`src/rtl/tft_pkg.sv`:
```
// rtl/tft_pkg.sv - shared types and panel constants for the tft draw arbiter
package tft_pkg;

  localparam int TFT_XMAX = 239;
  localparam int TFT_YMAX = 319;

  typedef struct packed {
    logic [15:0] color;
    logic [15:0] xstart;
    logic [15:0] ystart;
    logic [15:0] xend;
    logic [15:0] yend;
  } tft_cmd_t;

  typedef enum logic [1:0] {
    IDLE  = 2'd0,
    ISSUE = 2'd1,
    DONE  = 2'd2
  } arb_state_t;

  // End coordinates are clamped to the panel; start coordinates are only judged, never altered.
  function automatic tft_cmd_t clip_cmd(input tft_cmd_t c, input int xmax, input int ymax);
    tft_cmd_t r;
    r = c;
    if (r.xend > 16'(xmax)) r.xend = 16'(xmax);
    if (r.yend > 16'(ymax)) r.yend = 16'(ymax);
    return r;
  endfunction

  function automatic logic cmd_off_panel(input tft_cmd_t c, input int xmax, input int ymax);
    return (c.xstart > 16'(xmax)) || (c.ystart > 16'(ymax));
  endfunction

endpackage

```
`src/rtl/tft_rr_pick.sv`:
```
// rtl/tft_rr_pick.sv - combinational round-robin selector: first requester after ptr_i wins
module tft_rr_pick #(
  parameter int NREQ = 4,
  parameter int PW   = (NREQ > 1) ? $clog2(NREQ) : 1
) (
  input  logic [NREQ-1:0] req_i,
  input  logic [PW-1:0]   ptr_i,
  output logic [NREQ-1:0] gnt_o,
  output logic [PW-1:0]   idx_o,
  output logic            any_o
);

  always_comb begin
    int  i;
    logic found;
    gnt_o = '0;
    idx_o = '0;
    found = 1'b0;
    for (int k = 1; k <= NREQ; k++) begin
      i = int'(ptr_i) + k;
      if (i >= NREQ) i = i - NREQ;
      if (!found && req_i[i]) begin
        found    = 1'b1;
        gnt_o[i] = 1'b1;
        idx_o    = PW'(i);
      end
    end
    any_o = found;
  end

endmodule

```
`src/rtl/tft_draw_arbiter.sv`:
```
// rtl/tft_draw_arbiter.sv - round-robin owner of the tft_ctrl draw port with watchdog
// Optional coordinate clipping and off-panel rejection when TFT_ARB_CLIP_EN is defined.
module tft_draw_arbiter #(
  parameter int NREQ     = 4,
  parameter int CMD_W    = 80,
  parameter int TFT_XMAX = tft_pkg::TFT_XMAX,
  parameter int TFT_YMAX = tft_pkg::TFT_YMAX,
  parameter int TMO_W    = 20
) (
  input  logic                  clk,
  input  logic                  arstn,
  input  logic [NREQ-1:0]       req,
  input  logic [NREQ*CMD_W-1:0] cmd,
  output logic [NREQ-1:0]       gnt,
  output logic [NREQ-1:0]       done_o,
  output logic [NREQ-1:0]       cnext_o,
  output logic                  tft_draw,
  output logic [CMD_W-1:0]      tft_cmd,
  input  logic                  tft_busy,
  input  logic                  tft_done,
  input  logic                  tft_cnext,
  output logic                  err_timeout
);
  import tft_pkg::*;

  localparam int PW = (NREQ > 1) ? $clog2(NREQ) : 1;

  arb_state_t        state_q, state_d;
  logic [PW-1:0]     ptr_q, ptr_d;
  logic [PW-1:0]     owner_q, owner_d;
  logic [NREQ-1:0]   gnt_q, gnt_d;
  logic [CMD_W-1:0]  cmd_q, cmd_d;
  logic [TMO_W-1:0]  tmo_q, tmo_d;
  logic              err_q, err_d;

  logic [NREQ-1:0]   pick_gnt;
  logic [PW-1:0]     pick_idx;
  logic              pick_any;
  tft_cmd_t          sel_c;
  logic [CMD_W-1:0]  lat_cmd;
  logic              reject;
  logic [TMO_W-1:0]  tmo_inc;
  logic              expire;

  tft_rr_pick #(.NREQ(NREQ), .PW(PW)) u_pick (
    .req_i (req),
    .ptr_i (ptr_q),
    .gnt_o (pick_gnt),
    .idx_o (pick_idx),
    .any_o (pick_any)
  );

  always_comb begin
    sel_c = tft_cmd_t'(cmd[pick_idx*CMD_W +: CMD_W]);
`ifdef TFT_ARB_CLIP_EN
    lat_cmd = CMD_W'(clip_cmd(sel_c, TFT_XMAX, TFT_YMAX));
    reject  = cmd_off_panel(sel_c, TFT_XMAX, TFT_YMAX);
`else
    lat_cmd = CMD_W'(sel_c);
    reject  = 1'b0;
`endif
  end

  // The watchdog fires at the end of the (2**TMO_W-1)-th ISSUE cycle.
  assign tmo_inc = tmo_q + TMO_W'(1);
  assign expire  = &tmo_inc;

  always_ff @(posedge clk or negedge arstn) begin
    if (!arstn) begin
      state_q <= IDLE;
      ptr_q   <= PW'(NREQ - 1);
      owner_q <= '0;
      gnt_q   <= '0;
      cmd_q   <= '0;
      tmo_q   <= '0;
      err_q   <= 1'b0;
    end else begin
      state_q <= state_d;
      ptr_q   <= ptr_d;
      owner_q <= owner_d;
      gnt_q   <= gnt_d;
      cmd_q   <= cmd_d;
      tmo_q   <= tmo_d;
      err_q   <= err_d;
    end
  end

  always_comb begin
    state_d = state_q;
    ptr_d   = ptr_q;
    owner_d = owner_q;
    gnt_d   = gnt_q;
    cmd_d   = cmd_q;
    tmo_d   = tmo_q;
    err_d   = 1'b0;
    case (state_q)
      IDLE: begin
        if (pick_any && !tft_busy) begin
          gnt_d   = pick_gnt;
          owner_d = pick_idx;
          cmd_d   = lat_cmd;
          tmo_d   = '0;
          state_d = reject ? DONE : ISSUE;
        end
      end
      ISSUE: begin
        tmo_d = tmo_inc;
        // A completion in the expiry cycle wins over the timeout.
        if (tft_done) begin
          state_d = DONE;
        end else if (expire) begin
          err_d   = 1'b1;
          state_d = DONE;
        end
      end
      DONE: begin
        ptr_d   = owner_q;
        gnt_d   = '0;
        state_d = IDLE;
      end
      default: state_d = IDLE;
    endcase
  end

  always_comb begin
    gnt         = gnt_q;
    tft_cmd     = cmd_q;
    tft_draw    = (state_q == ISSUE);
    done_o      = (state_q == DONE) ? gnt_q : '0;
    cnext_o     = gnt_q & {NREQ{tft_cnext}};
    err_timeout = err_q;
  end

endmodule
```
`config.mk`:
```
export PLATFORM = sky130hd
export DESIGN_NAME = tft_draw_arbiter
export DESIGN_NICKNAME = d
export VERILOG_FILES = /design/src/rtl/tft_pkg.sv /design/src/rtl/tft_rr_pick.sv /design/src/rtl/tft_draw_arbiter.sv
export SDC_FILE = /design/constraint.sdc
export NUM_CORES = 1
export LEC_CHECK = 0
export BUFFER_PORTS_ARGS = -buffer_cell sky130_fd_sc_hd__buf_4
export CAP_MARGIN = 20
export CORE_AREA = 2 2 164 166
export DETAILED_ROUTE_END_ITERATION = 12
export DIE_AREA = 0 0 166 168
export PLACE_DENSITY_LB_ADDON = 0.1
export RECOVER_POWER = 50
export SYNTH_ARGS = -nofsm -noshare
export SYNTH_HDL_FRONTEND = slang
export SYNTH_SLANG_ARGS = --single-unit
```
`constraint.sdc`:
```
create_clock -name clk -period 3.6 [get_ports clk]
set_input_delay 0.54 -clock clk [delete_from_list [all_inputs] [get_ports clk]]
set_output_delay 0.54 -clock clk [all_outputs]
set_load 0.03 [all_outputs]
```
# Word level (Yosys, flattened, before mapping)
# Index checks and enable logic that the tools add are counted.
dict set report op_classes {
  n_reduce_logical 20
  mux 48
  eq_ne 4
  bitwise_logic 4
  magnitude_cmp 12
  n_addsub 9
  shift 1
  mul 1
}
# operator n
set op_table {}
lappend op_table {{variable part select 320 x 10 -> 80 bit} 1}
lappend op_table {{greater-or-equal comparator 32 x 1 -> 1 bit, second input constant} 4}
lappend op_table {{greater-or-equal comparator 32 x 4 -> 1 bit, second input constant} 4}
lappend op_table {{< comparator 32 x 4 -> 1 bit, second input constant} 4}
lappend op_table {{two-way mux 32 bit} 4}
lappend op_table {{subtractor 32 x 4 -> 32 bit, second input constant} 4}
lappend op_table {{case mux 20 bit (2 select lines)} 1}
lappend op_table {{two-way mux 4 bit} 6}
lappend op_table {{adder 20 x 1 -> 20 bit, second input constant} 1}
lappend op_table {{two-way mux 20 bit} 1}
lappend op_table {{AND reduction 20 bit} 1}
lappend op_table {{two-way mux 1 bit} 19}
lappend op_table {{two-way mux 2 bit} 7}
lappend op_table {{OR 4 bit} 3}
lappend op_table {{binary-select mux 1 bit (select 2 bit)} 4}
lappend op_table {{demux 1 bit (select 2 bit)} 4}
lappend op_table {{logical AND 1 bit} 8}
lappend op_table {{case mux 4 bit (2 select lines)} 1}
lappend op_table {{AND reduction 2 bit} 4}
lappend op_table {{adder 2 x 2 -> 3 bit, second input constant} 2}
lappend op_table {{multiplier 2 x 3 -> 5 bit, second input constant} 1}
lappend op_table {{adder 2 x 3 -> 4 bit, second input constant} 1}
lappend op_table {{bitwise AND 4 bit} 1}
lappend op_table {{zero test 1 bit} 4}
lappend op_table {{other kinds (8)} 9}
dict set report totals {
  elab_cells 106
  out_inout_bits 94
  ff_bits 111
}

# Longest topological paths before layout
dict set report logic_depth {
  word_depth 19
  depth_mapped 11
  ltp_nobuf 6
}

# Hierarchy
# A second synthesis with hierarchy kept.
dict set report hier_totals {
  hier_cells 737
  area_unflattened_um2 7307.0
}
# module instances area_each_um2 cells_per_inst
set modules_own_cells {}
lappend modules_own_cells {tft_draw_arbiter 1 6670.1 657}
lappend modules_own_cells {tft_rr_pick 1 636.9 80}

# Worst setup path before layout
# OpenSTA, ideal clock, no wires.
dict set report synth_timing {
  path_kind {register to register}
  from {reg ptr_q[1]}
  to {reg cmd_q[0], in the netlist tft_cmd[0]}
  t_arrival_ns 2.722
  required_ns 3.465
  path_slack_ns 0.743
  n_path_buf 5
  synth_period_minus_slack_ns 2.857
  path_stages_with_launch 12
  path_cell_list {dfstp_2 -> buf_1 -> inv_1 -> ha_1 -> clkbuf_1 -> a2111o_1 -> a221oi_2 -> buf_4 -> buf_8 -> buf_6 -> mux2i_1 -> a221oi_2}
}
dict set report synth_between {
  elab_chain_cells 18
}
# element line_no
set synth_lines {}
lappend synth_lines {{from (decl)} tft_draw_arbiter.sv:29} ;# logic [PW-1:0] ptr_q, ptr_d;
lappend synth_lines {{from (signal assigned)} tft_draw_arbiter.sv:71} ;# ptr_q <= PW'(NREQ - 1);
lappend synth_lines {{from (signal assigned)} tft_draw_arbiter.sv:79} ;# ptr_q <= ptr_d;
lappend synth_lines {{adder 2 x 1 -> 3 bit} tft_rr_pick.sv:20} ;# i = int'(ptr_i) + k;
lappend synth_lines {{subtractor 32 x 4 -> 32 bit / greater-or-equal comparator 32 x 4 -> 1 bit (equally long branches)} tft_rr_pick.sv:21} ;# if (i >= NREQ) i = i - NREQ;
lappend synth_lines {{two-way mux 32 bit} tft_rr_pick.sv:21}
lappend synth_lines {{binary-select mux 1 bit (select 2 bit)} tft_rr_pick.sv:22} ;# if (!found && req_i[i]) begin
lappend synth_lines {{two-way mux 1 bit (implied by the code) (2 in series)} tft_rr_pick.sv:22}
lappend synth_lines {{two-way mux 1 bit} tft_rr_pick.sv:22}
lappend synth_lines {{zero test 1 bit} tft_rr_pick.sv:22}
lappend synth_lines {{logical AND 1 bit} tft_rr_pick.sv:22}
lappend synth_lines {{two-way mux 1 bit} tft_rr_pick.sv:22}
lappend synth_lines {{zero test 1 bit} tft_rr_pick.sv:22}
lappend synth_lines {{logical AND 1 bit} tft_rr_pick.sv:22}
lappend synth_lines {{two-way mux 1 bit} tft_rr_pick.sv:22}
lappend synth_lines {{zero test 1 bit} tft_rr_pick.sv:22}
lappend synth_lines {{logical AND 1 bit} tft_rr_pick.sv:22}
lappend synth_lines {{two-way mux 2 bit / two-way mux 1 bit (equally long branches)} tft_rr_pick.sv:22}
lappend synth_lines {{multiplier 2 x 3 -> 5 bit / logical AND 1 bit (equally long branches)} {tft_draw_arbiter.sv:54, tft_draw_arbiter.sv:98}}
lappend synth_lines {{variable part select 320 x 10 -> 80 bit / AND reduction 2 bit (equally long branches)} -}
lappend synth_lines {{to (signal assigned)} tft_draw_arbiter.sv:82} ;# cmd_q <= cmd_d;
lappend synth_lines {{to (decl)} tft_draw_arbiter.sv:32} ;# logic [CMD_W-1:0] cmd_q, cmd_d;
# Parallel ways exist; a longest one is shown, timed or not. The select of a mux whose other input is x is not followed.
# A chain may end at the register's enable or synchronous reset.

# Final worst setup path
dict set report layout_timing {
  from {reg ptr_q[1]}
  to {reg cmd_q[60], in the netlist tft_cmd[60]}
}
# Same word-level chain as after synthesis.

==> results.ini <==
[worst_setup_path]
critical_path_class = reg -> reg
cp_cell_sequence = inv_1, ha_1, a2111o_1, a221oi_4, buf_12, buf_4, mux2i_1, a221oi_2
crit_arrival_ns = 3.38
r2r-start = ptr_q[1]
crit_path_end_kind = register
crit_slowest_cell = dfstp_2
r2r_end = tft_cmd[60]
worstPathMaxFanout = 41
startpoint_type = register
max_stage_delay_ns = 0.73
worst-path-buf-inv = 3
required_ns = 3.83
path_delay_family = compound AO/OA/AOI/OAI gates
regToRegSetupSlack_ns = 0.45
reg2regPathDepth = 8

[floorplan]
die-area_um2 = 27900
die_x_um = 166
pin_count = 423
dieHeight_um = 168
coreArea_um2 = 26400
initial_core_util = 0.295
rows = 60

[power_and_ir_drop]
leakage_nw = 5.06
cellPowerDensity_nw_per_um2 = 815
vdd_drop_max_v = 0.000757
p_total_mw = 9.25

[sta]
rsz0062_at_grt = no
finalCriticalPeriod_ns = 3.15
setup_ws_ns = 0.450
drv_slew = 55
slew_headroom = -0.0170
setup-tns-final_ns = 0
clock_skew_ns = 0.0134
tightest_slew_ns = 1.53
fmax_mhz = 317
setup_violations = 0
finalCritPeriodShare = 0.875
hold_viol_final = 0

[clock_tree]
cts_tree = yes
path_clk_slew_ns = 0.08
cts_buffers = 9
postCtsSetupBuffers = 0
clock-sinks = 111
worst_skew_pair.late_latency_ns = 0.36
root_buffer = clkbuf_16
ctsHoldBuffers = 0
cts_resized = 0
clockBufferDepth = 2
htreeDepth = 3

[drt]
drc_errors = 0
dr_wl_met3_mm = 1.61
ant_nets = 0
drtIter0Drc = 407
wl_met2_mm = 15.4
m1WireLength_mm = 12.8
wirelength_mm = 30.5
firstDrtPassIters = 4
wl_per_cell_um = 20.8
routed.top_layer = met4
viasPerCell = 5.09
vias = 7473

[logic_synthesis]
yosys_warnings = 0
synth_top_area_cell = dfrtp_1
synth.net_count = 1074
synthFlopType = dfrtp_1
syn-cell-area_um2 = 7780
synth-edff-count = 0
async_reset_ff_frac = 1.00
yosys.area_share.simple = 0.121
synth-adder-area-share = 0.0161
syn_inst = 735
synth.most_common_cell = mux2i_1
avgSynthCellArea_um2 = 10.6
ys_ff_latch = 111
synth_top_family_by_area = compound AO/OA/AOI/OAI gates
synth_xor_area_frac = 0.00225
synth-seq-area-share = 0.358
ys_top_cells_by_area = dfrtp_1 35%, mux2i_1 21%, a221oi_2 16%, nor2_1 4.6%, o21ai_0 1.9%
synth_compound_area_frac = 0.233
muxShareOfSynthArea = 0.214
yosysUniqueCellTypes = 60
synth_top_area_share = 0.351
synthTopCellsByCount = 163 x mux2i_1, 109 x dfrtp_1, 96 x nor2_1

[finish]
drive_above_1_share = 0.444
layout.nets = 1459
seq_area_um2 = 2780
syn2layout_area_growth_pct = 46.0
multi_input_area_um2 = 4590
fill_cells = 2645
post-route-util = 0.431

[grt]
grt_overflow = 0
gr-usage-all-layers = 0.212
grt_max_degree = 69
antenna_found_initial = 2
grt_pass1_vias = 7373
grt_pass1_wl_mm = 46.0

[hold_path]
holdPathStages = 2
hp-class = in -> reg
holdPathEnd = err_timeout
hold_path_startpoint = tft_done

[flow_run]
drv_cap = 1

[placed_design]
dp_slack_ns = 0.463
dp_hpwl_mm = 23.0
portBuffers = 422
gp_congestion = 0.811

[status]
violations = capacitance limit, slew limit
status = finished, violations left

[placed cells by master (no fill, tap or decap), types with 12 or more instances in the layout]
master and n:
dfrtp_1 109, clkbuf_1 48, a221oi_2 80, o21ai_0 29
nand2_1 19, nor2_1 95, and2_1 13, a31oi_1 12
nand3_1 20, a21oi_1 13, buf_4 389, mux2i_1 163
[state kept, by name, summed over array words and instances (netlist names)]
signal,flops
owner_q,2
err_timeout,1
tmo_q,20
gnt,4
ptr_q,2
state_q,2
tft_cmd,80
[logic make-up after synthesis]
logic type      Yosys count
simple gates            197
compound gates          173
mux                     165
flops                   111
buf+inv                  77
fa+ha+maj                10
xor+xnor                  2
[how the worst max path moves through the flow]
stage,slack [ns],cells past startpoint,to,startpoint
floorplan,0.74,11,tft_cmd[0],ptr_q[1]
global placement,0.52,8,tft_cmd[60],ptr_q[1]
detailed placement,0.46,8,tft_cmd[63],ptr_q[1]
CTS,0.45,8,tft_cmd[63],ptr_q[1]
global route,0.26,8,tft_cmd[63],ptr_q[1]
finish,0.45,8,tft_cmd[60],ptr_q[1]
[final cells by class]
type | instances | area share
antenna | 3 | 0.000661
inverter | 8 | 0.00264
timing repair buffer | 443 | 0.284
sequential | 111 | 0.245
multi-input combinational | 547 | 0.404
clock inverter | 4 | 0.00474
tap | 341 | 0.0376
clock buffer | 12 | 0.0217
[where the power goes]
part	internal [mW]	switching (mW)
Sequential	1.77	0.392
Combinational	2.46	3.56
Clock	0.564	0.500
[per-stage QoR]
| step | hold WS, ns | area [um2] | instances |
|---|---|---|---|
| 2_1_floorplan | 0.244 | 7780 | 735 |
| 3_3_place_gp | 0.463 | 11200 | 1450 |
| 3_5_place_dp | 0.477 | 11200 | 1450 |
| 4_1_cts | 0.0883 | 11500 | 1466 |
| 5_1_grt | 0.372 | 11400 | 1468 |
| 6_report | 0.390 | 11400 | 1469 |
[per-layer routing]
| layer | vias up | global-route usage |
|---|---|---|
| met3 | 28 | 0.0388 |
| met4 | 0 | 0.0612 |
| met5 | - | 0 |
| li1 | 3589 | - |
| met2 | 259 | 0.365 |
| met1 | 3597 | 0.271 |
[worst reg2reg max path, delay by kind of cell, from the launching register on]
family | cells | cell delay [ns]
compound gates | 3 | 0.80
mux | 1 | 0.25
flops | 1 | 0.73
buf+inv | 3 | 0.83
fa+ha+maj | 1 | 0.42
Note: power is estimated with default switching activity, not from simulation.
